`src/rtl/vector_sequencer_pkg.sv`:
```
// Shared types and constants for the vector sequencer: FSM state encoding,
// stimulus word field positions and the capture record width.
package vector_sequencer_pkg;

    // Sequencer states; explicit encodings keep the legacy state numbering.
    typedef enum logic [2:0] {
        ST_IDLE    = 3'd0,
        ST_FETCH   = 3'd1,
        ST_RDWAIT  = 3'd2,
        ST_SETUP   = 3'd3,
        ST_HOLD    = 3'd4,
        ST_CAPTURE = 3'd5,
        ST_DONE    = 3'd6
    } state_t;

    // Stimulus word layout {DA, DB, DUT_CLK}.
    localparam int unsigned DA_MSB  = 8;
    localparam int unsigned DA_LSB  = 5;
    localparam int unsigned DB_MSB  = 4;
    localparam int unsigned DB_LSB  = 1;
    localparam int unsigned CLK_BIT = 0;

    // Capture record {DA, DB, DUT_CLK, Q}.
    localparam int unsigned CAP_W = 13;

    // Width of the set-up/hold timer.
    localparam int unsigned TIMER_W = 16;

    // The timer flags zero on the cycle it holds 0, so a wait of N cycles
    // is realised by preloading N-1.
    function automatic logic [TIMER_W-1:0] timer_preload(input int unsigned step);
        return TIMER_W'(step - 1);
    endfunction

endpackage

```
`src/rtl/vector_sequencer_timer.sv`:
```
// Loadable down-counter with a zero flag; one instance is shared by the
// SETUP and HOLD phases of the vector sequencer.
module seq_step_timer
    import vector_sequencer_pkg::*;
#(
    parameter int unsigned W = TIMER_W
) (
    input  logic         clk,
    input  logic         rst_n,
    input  logic         load,
    input  logic [W-1:0] load_val,
    input  logic         en,
    output logic         zero
);

    logic [W-1:0] count;

    // Load has priority; otherwise count down while enabled, stopping at 0.
    always_ff @(posedge clk or negedge rst_n) begin
        if (!rst_n) begin
            count <= '0;
        end else if (load) begin
            count <= load_val;
        end else if (en && (count != '0)) begin
            count <= count - 1'b1;
        end
    end

    assign zero = (count == '0);

endmodule

```
`src/rtl/vector_sequencer.sv`:
```
// Fetches packed {DA,DB,DUT_CLK} stimulus words from a synchronous pattern
// memory, drives them to the DUT with programmable set-up/hold spacing,
// samples Q and streams {DA,DB,DUT_CLK,Q} records over a valid/ready port.
module vector_sequencer
    import vector_sequencer_pkg::*;
#(
    parameter int unsigned WIDTH  = 9,
    parameter int unsigned DEPTH  = 100,
    parameter int unsigned ADDR_W = 7,
    parameter int unsigned STEP1  = 1,
    parameter int unsigned STEP2  = 4
) (
    input  logic              CLK,
    input  logic              RST_N,
    input  logic              start,
    input  logic              abort,
    output logic              busy,
    output logic              done,
    output logic              mem_rd_en,
    output logic [ADDR_W-1:0] mem_addr,
    input  logic [WIDTH-1:0]  mem_rdata,
    output logic [3:0]        DA,
    output logic [3:0]        DB,
    output logic              DUT_CLK,
    input  logic [3:0]        Q,
    output logic              cap_valid,
    input  logic              cap_ready,
    output logic [CAP_W-1:0]  cap_data,
    output logic [ADDR_W-1:0] cap_index,
    output logic [ADDR_W:0]   vec_count
);

    localparam logic [ADDR_W-1:0] LAST_INDEX = ADDR_W'(DEPTH - 1);

    state_t               state;
    state_t               state_nxt;
    logic [ADDR_W-1:0]    index;
    logic [WIDTH-1:0]     vec_reg;
    logic                 timer_load;
    logic [TIMER_W-1:0]   timer_val;
    logic                 timer_en;
    logic                 timer_zero;
    logic                 xfer;

    assign xfer = cap_valid && cap_ready;

    seq_step_timer #(
        .W(TIMER_W)
    ) u_timer (
        .clk      (CLK),
        .rst_n    (RST_N),
        .load     (timer_load),
        .load_val (timer_val),
        .en       (timer_en),
        .zero     (timer_zero)
    );

    // Next-state logic; abort from any active state overrides the normal path.
    always_comb begin
        state_nxt = state;
        case (state)
            ST_IDLE:    if (start) state_nxt = ST_FETCH;
            ST_FETCH:   state_nxt = ST_RDWAIT;
            ST_RDWAIT:  state_nxt = ST_SETUP;
            ST_SETUP:   if (timer_zero) state_nxt = ST_HOLD;
            ST_HOLD:    if (timer_zero) state_nxt = ST_CAPTURE;
            ST_CAPTURE: if (xfer) state_nxt = (index == LAST_INDEX) ? ST_DONE : ST_FETCH;
            ST_DONE:    state_nxt = ST_IDLE;
            default:    state_nxt = ST_IDLE;
        endcase
        if ((state != ST_IDLE) && abort) begin
            state_nxt = ST_IDLE;
        end
    end

    // Timer control: preload STEP1 on the memory read, STEP2 when the
    // vector is driven; count down only in the two waiting phases.
    always_comb begin
        timer_load = 1'b0;
        timer_val  = '0;
        timer_en   = (state == ST_SETUP) || (state == ST_HOLD);
        if (state == ST_RDWAIT) begin
            timer_load = 1'b1;
            timer_val  = timer_preload(STEP1);
        end else if ((state == ST_SETUP) && timer_zero) begin
            timer_load = 1'b1;
            timer_val  = timer_preload(STEP2);
        end
    end

    // State register.
    always_ff @(posedge CLK or negedge RST_N) begin
        if (!RST_N) begin
            state <= ST_IDLE;
        end else begin
            state <= state_nxt;
        end
    end

    // Datapath: vector fetch, DUT drive, Q capture and record hand-off.
    always_ff @(posedge CLK or negedge RST_N) begin
        if (!RST_N) begin
            index     <= '0;
            vec_count <= '0;
            vec_reg   <= '0;
            DA        <= '0;
            DB        <= '0;
            DUT_CLK   <= 1'b0;
            cap_valid <= 1'b0;
            cap_data  <= '0;
            cap_index <= '0;
        end else begin
            case (state)
                ST_IDLE: begin
                    if (start) begin
                        index     <= '0;
                        vec_count <= '0;
                    end
                end
                ST_RDWAIT: begin
                    vec_reg <= mem_rdata;
                end
                ST_SETUP: begin
                    if (timer_zero && !abort) begin
                        DA      <= vec_reg[DA_MSB:DA_LSB];
                        DB      <= vec_reg[DB_MSB:DB_LSB];
                        DUT_CLK <= vec_reg[CLK_BIT];
                    end
                end
                ST_HOLD: begin
                    if (timer_zero && !abort) begin
                        cap_data  <= {DA, DB, DUT_CLK, Q};
                        cap_index <= index;
                        cap_valid <= 1'b1;
                    end
                end
                ST_CAPTURE: begin
                    if (abort) begin
                        cap_valid <= 1'b0;
                    end else if (xfer) begin
                        cap_valid <= 1'b0;
                        vec_count <= vec_count + 1'b1;
                        if (index != LAST_INDEX) begin
                            index <= index + 1'b1;
                        end
                    end
                end
                default: begin
                end
            endcase
        end
    end

    assign busy      = (state != ST_IDLE);
    assign done      = (state == ST_DONE);
    assign mem_rd_en = (state == ST_FETCH);
    assign mem_addr  = index;

endmodule

```
`config.mk`:
```
export PLATFORM = sky130hd
export DESIGN_NAME = vector_sequencer
export DESIGN_NICKNAME = d
export VERILOG_FILES = /design/src/rtl/vector_sequencer_pkg.sv /design/src/rtl/vector_sequencer_timer.sv /design/src/rtl/vector_sequencer.sv
export SDC_FILE = /design/constraint.sdc
export NUM_CORES = 1
export LEC_CHECK = 0
export CAP_MARGIN = 20
export CORE_UTILIZATION = 47
export DETAILED_ROUTE_END_ITERATION = 8
export PLACE_DENSITY = 0.85
export SLEW_MARGIN = 20
export SYNTH_ARGS = -nofsm -noshare
export SYNTH_HDL_FRONTEND = slang
export SYNTH_SLANG_ARGS = --single-unit
export TNS_END_PERCENT = 20
```
`constraint.sdc`:
```
create_clock -name CLK -period 2.4 [get_ports CLK]
set_clock_uncertainty 0.05 [all_clocks]
set_input_delay 0.24 -clock CLK [delete_from_list [all_inputs] [get_ports CLK]]
set_output_delay 0.24 -clock CLK [all_outputs]
set_load 0.05 [all_outputs]
```
==> results of run 1 <==
[cell type report]
type	count	area share, %
clock buffer	9	2.66
clock inverter	7	2.12
inverter	6	0.484
multi-input combinational	213	34.8
sequential	73	39.2
tap	99	2.66
timing repair buffer	86	18.0
[cell families after synthesis]
family	after synthesis	share of synthesized area [%]
multiplexers	39	14.5
buffers and inverters	22	2.84
AND/OR/NAND/NOR	108	17.3
adder cells (fa/ha/maj)	4	1.42
AO/OA/AOI/OAI	44	7.95
flip-flops	73	51.8
XOR/XNOR	17	4.22
[layout by cell type, fill, tap and decap left out, drive strengths merged, types with 6 or more instances in the layout]
master / synthesis / layout
nand2: 17 / 17
clkbuf: 11 / 9
nor2: 29 / 30
a21oi: 16 / 16
inv: 6 / 9
mux2: 39 / 39
clkdlybuf4s50: 0 / 62
o21ai: 10 / 10
nand4: 10 / 10
nand3: 12 / 12
or3: 6 / 6
buf: 5 / 23
nor3: 8 / 8
dfrtp: 73 / 73
xor2: 14 / 14
[worst register-to-register path: stages (launching register included)]
cell	delay, ps
dfrtp_1	380
inv_1	110
ha_1	140
or4b_1	470
and4bb_4	370
nand2_2	110
nor2_4	210
mux2_2	360
[metal layers]
| layer | part of all wire, % | vias up |
|---|---|---|
| met1 | 43 | 1378 |
| met5 | 0 | - |
| met3 | 5.2 | 11 |
| met2 | 50 | 92 |
| li1 | - | 1265 |
| met4 | 1.4 | 0 |
[timing repair]
item / in CTS / in global routing
resized for setup: 1 / 2
pin swaps: 0 / 3
hold buffers: 1 / 0
endpoints found under the setup margin: 2 / 17
buffers inserted: 0 / 2
hold endpoints to repair: 27 / 0
cloned: 0 / 1
[worst paths after layout]
| kind | end | slack (ps) | startpoint |
|---|---|---|---|
| hold / removal | cap_index[3] | 400 | RST_N |
| setup reg to reg | DB[0] | 80 | u_timer.count[0] |
| min in group CLK | cap_data[2] | 430 | Q[2] |
| hold reg to reg | cap_index[0] | 440 | cap_index[0] |
| max in group asynchronous | u_timer.count[5] | 1210 | RST_N |
| setup / recovery | DB[0] | 80 | u_timer.count[0] |
[report_power, final]
group / switching, mW / internal [mW]
combinational: 1.20 / 0.901
clock: 0.493 / 0.594
sequential: 0.257 / 1.50
==> reports/metrics.cfg, run 1 <==
[finish]
multiInputGateArea_um2=1620
stdcell_area_um2=4660
fin_util_pct=64.2
drive_gt1_share_pct=22.6
antenna_cells=0
final_cells=493
ff_latch_area_um2=1830
nFillCells=530
largest_reg_flops=16
synthToLayoutAreaGrowth_pct=32.0
fin_nets=411

[grt]
antenna_found_initial=0
grt_pass1_vias=2705
use_met3_pct=5.04
grt_pass1_wl_mm=13.0
grt.total_usage_pct=22.2
grt_overflow_total=0
grt_max_degree=47
grtUsageMet1_pct=29.1
grt_most_used_layer=met2
grt_use_met2_pct=35.6

[power_and_ir_drop]
p_leak_nw=2.12
total_power_mw=4.95
ir_drop_uv=713
power.density_nw_per_um2=1060

[synth]
ys_seq_area_share_pct=51.8
synth-seq-cells=73
synthArstFlopShare_pct=100
synth_area_um2=3530
syn_avg_cell_area_um2=11.5
yosysTopAreaCell=dfrtp_1
yosysMostFrequentCell=dfrtp_1
synth_warnings=0
synth.area.top_cells=dfrtp_1, mux2_4, mux2_2
synth_ff_type=dfrtp_1
synth_edf_count=0
synth.distinct_cells=53
synth_common_cells=dfrtp_1, nor2_1, mux2_2, mux2_4, nand2_1
postSynthCellCount=307
synth_top_area_share_pct=51.8
synth_nets=329

[detailed_routing]
vias=2746
ant_nets=0
wl_mm=8.05
detail_route.wl_per_cell_um=16.3
drt_iter0_drc=188
dr.pass1.iters=6
drc_errors=0
viasPerCell=5.57

[floorplanning]
coreArea_um2=7250
rows=31
die_width_um=88.6
ios=66
die_area_um2=7850
start_util_pct=48.6
fp.dieH_um=88.6

[job]
maxCapViolations=0

[placement]
dp_hpwl_mm=5.45
dp_cells=473
pre_cts_ws_ps=15.3
gp_congestion=0.809
port_buffers=65
dpl_cell_area_um2=4390

[sta]
fmax_mhz=430
holdWs_ps=397
hold_violations=0
tightest_slew_ps=658
max-slew-margin-rel_pct=56.1
finalWorstSetupSlack_ps=75.5
period_needed_ps=2320
finalSetupViolCount=0
rsz0062_at_grt=true
tns_ps=0
slew_viol_final=0
period_share_pct=96.9

[setup_path]
worst_setup_path_start_kind=flip-flop
reg2regPathDepth=7
critPathRequiredTime_ps=2590
cp_num_buf_inv=1
path_max_fanout=5
slowest_stage=or4b_1
crit_family=simple AND/OR/NAND/NOR gates
worstSetupPathType=reg -> reg
path_depth=7
crit_path_cell_trace=inv_1 -> ha_1 -> or4b_1 -> and4bb_4 -> nand2_2 -> nor2_4 -> mux2_2
worst_setup_path_end_kind=flip-flop
max_stage_delay_ps=470
crit_arrival_ps=2510

[clock_tree]
clk_path_buf_depth=2
cts_htree_levels=3
cts.sinks=73
root_buffer=clkbuf_8
cts_tree=yes
path_clk_slew_ps=90
insertion_delay_ps=360
cts_buffers=9

[run_status]
status=completed

[hold_path]
hold_class=in -> async

Note: power is estimated with default switching activity, not from simulation.
==> inputs of run 2 (changes only) <==
Settings changed: CORE_UTILIZATION 47 to 56, DONT_BUFFER_PORTS from default to 1, PLACE_DENSITY 0.85 to 0.83, SLEW_MARGIN 20 to default.
==> reports/metrics.cfg, run 2 (same netlist as run 1, synthesis figures left out) <==
[run_status]
status=finished with violations  ; was completed
violations=negative hold slack

[sta]
max-slew-margin-rel_pct=61.0  ; was 56.1%
tightest_slew_ps=577  ; was 658 ps
rsz0062_at_grt=true  ; unchanged
tns_ps=0  ; unchanged
finalSetupViolCount=0  ; unchanged
period_needed_ps=2370  ; was 2320 ps
fmax_mhz=421  ; was 430 MHz
period_share_pct=98.9  ; was 96.9%
slew_viol_final=0  ; unchanged
holdWs_ps=-8.81  ; was 397 ps
hold_violations=2  ; was 0

[placement]
gp_congestion=0.851  ; was 0.809
dp_hpwl_mm=4.89  ; was 5.45 mm
dpl_cell_area_um2=3790  ; was 4390 um2
port_buffers=0  ; was 65

[finish]
multiInputGateArea_um2=1630  ; was 1620 um2
stdcell_area_um2=4140  ; was 4660 um2
synthToLayoutAreaGrowth_pct=17.4  ; was 32.0%
largest_reg_flops=16  ; unchanged
antenna_cells=0  ; unchanged
final_common_cell=dfrtp_1  ; unchanged
ff_latch_area_um2=1830  ; unchanged
fin_nets=366  ; was 411
nFillCells=389  ; was 530
drive_gt1_share_pct=28.4  ; was 22.6%
fin_util_pct=69.1  ; was 64.2%
final_cell_mix=dfrtp_1, buf_4, nor2_1, mux2_4, mux2_2  ; was dfrtp_1, clkdlybuf4s50_1, nor2_1

[power_and_ir_drop]
pwr-share-clk_pct=21.6  ; was 22.0%
power.switching_mw=1.88  ; was 1.95 mW
p_int_mw=2.72  ; was 3.00 mW
sw_frac_of_total_pct=40.9  ; was 39.4%
ir_drop_uv=647  ; was 713 uV
total_power_mw=4.60  ; was 4.95 mW
p_seq_share_pct=44.4  ; was 35.6%
power_frac_comb_pct=34.1  ; was 42.4%
power.density_nw_per_um2=1110  ; was 1060 nW/um2
p_leak_nw=1.97  ; was 2.12 nW

[clock_tree]
path_clk_slew_ps=90  ; about the same
cts_htree_levels=3  ; unchanged
clk_path_buf_depth=2  ; unchanged
cts_tree=yes  ; unchanged
cts.sinks=73  ; unchanged
root_buffer=clkbuf_8  ; unchanged
cts_buffers=9  ; unchanged
insertion_delay_ps=350  ; was 360 ps

[grt]
grt.total_usage_pct=24.4  ; was 22.2%
grt_pass1_vias=2581  ; was 2705
grt_max_degree=74  ; was 47
antenna_found_initial=0  ; unchanged
grt_pass1_wl_mm=12.1  ; was 13.0 mm
grt_overflow_total=0  ; unchanged

[floorplanning]
ios=66  ; unchanged
fp.dieH_um=81.4  ; was 88.6 um
start_util_pct=58.9  ; was 48.6%
die_width_um=81.4  ; was 88.6 um
die_area_um2=6620  ; was 7850 um2
rows=28  ; was 31
coreArea_um2=5990  ; was 7250 um2

[hold_path]
hold_class=in -> reg  ; was in -> async
hold_depth=1

[detailed_routing]
viasPerCell=6.06  ; was 5.57
dr.pass1.iters=4  ; was 6
drc_errors=0  ; unchanged
ant_nets=0  ; unchanged
drt_iter0_drc=209  ; was 188
detail_route.wl_per_cell_um=17.9  ; was 16.3 um
wl_mm=7.59  ; was 8.05 mm
vias=2568  ; was 2746

[setup_path]
crit_arrival_ps=2560  ; was 2510 ps
reg2regPathDepth=7  ; unchanged
worst_setup_path_end_kind=flip-flop  ; unchanged
worst_setup_path_start_kind=flip-flop  ; unchanged
critPathRequiredTime_ps=2580  ; was 2590 ps
path_max_fanout=5  ; unchanged
r2r_setup_slack_ps=30  ; was 80 ps
worstSetupPathType=reg -> reg  ; unchanged

[job]
maxCapViolations=0  ; unchanged

==> run 2: changes by cell type in the layout (fill, tap and decap cells not counted), sizes merged <==
cell,delta
clkdlybuf4s50,-62
dlygate4sd3,+9
buf,+8
inv,-3
clkinv,+2
bufinv,-1
clkbuf,+1
clkinvlp,+1
==> run 2: worst paths after layout <==
check	start	endpoint
max	u_timer.count[0]	DA[0]
min in group asynchronous	RST_N	cap_index[0]
max in group asynchronous	RST_N	u_timer.count[14]
max reg2reg	u_timer.count[0]	DA[0]
min	mem_rdata[6]	vec_reg[6]
min reg2reg	vec_reg[4]	DB[3]
==> run 2: what timing repair did <==
| item | 4_1_cts | 5_1_grt |
|---|---|---|
| endpoints found under the hold margin | 81 | 1 |
| gates resized for setup | 0 | 3 |
| hold buffers | 10 | 1 |
| endpoints found under the setup margin | 0 | 29 |
| setup buffers | 0 | 0 |
==> run 2: final cells by class <==
type	instances	share of cell area, %
tap	75	2.27
clock inverter	6	1.63
sequential	73	44.1
clock buffer	10	3.32
multi-input combinational	213	39.3
timing repair buffer	41	8.82
inverter	6	0.544
==> run 2: power groups by stage <==
stage	clock network, mW	registers, mW	logic, mW
after global routing	1.04	2.08	1.72
after floorplan	0	1.99	1.13
after CTS	0.986	2.03	1.53
after global placement	0	2.03	1.43
after detailed placement	0	2.05	1.49
final	0.993	2.04	1.57
==> run 2: critical path, stage by stage (launching register included) <==
cell and delay [ps]:
dfrtp_1 380, inv_1 110, ha_1 160, or4b_4 470
and4bb_2 380, nand2_2 130, nor2_4 210, mux2_2 380
==> run 2: per-stage QoR <==
step / cells / hold WS (ps) / setup slack (ps)
finish: 424 / -8.81 / 27.0
global route: 424 / -9.94 / -26.6
CTS: 422 / 1.12 / 3.98
detailed placement: 396 / -104 / 6.30
global placement: 396 / -105 / 96.1
floorplan: 307 / -106 / 111
==> run 2: layer usage <==
metal,track usage [%],share of wire [%],wire length [um]
met1,30.9,45,3400
met2,39.9,48,3670
met3,5.96,5.4,409
met4,10.4,1.4,108
met5,0,0,0
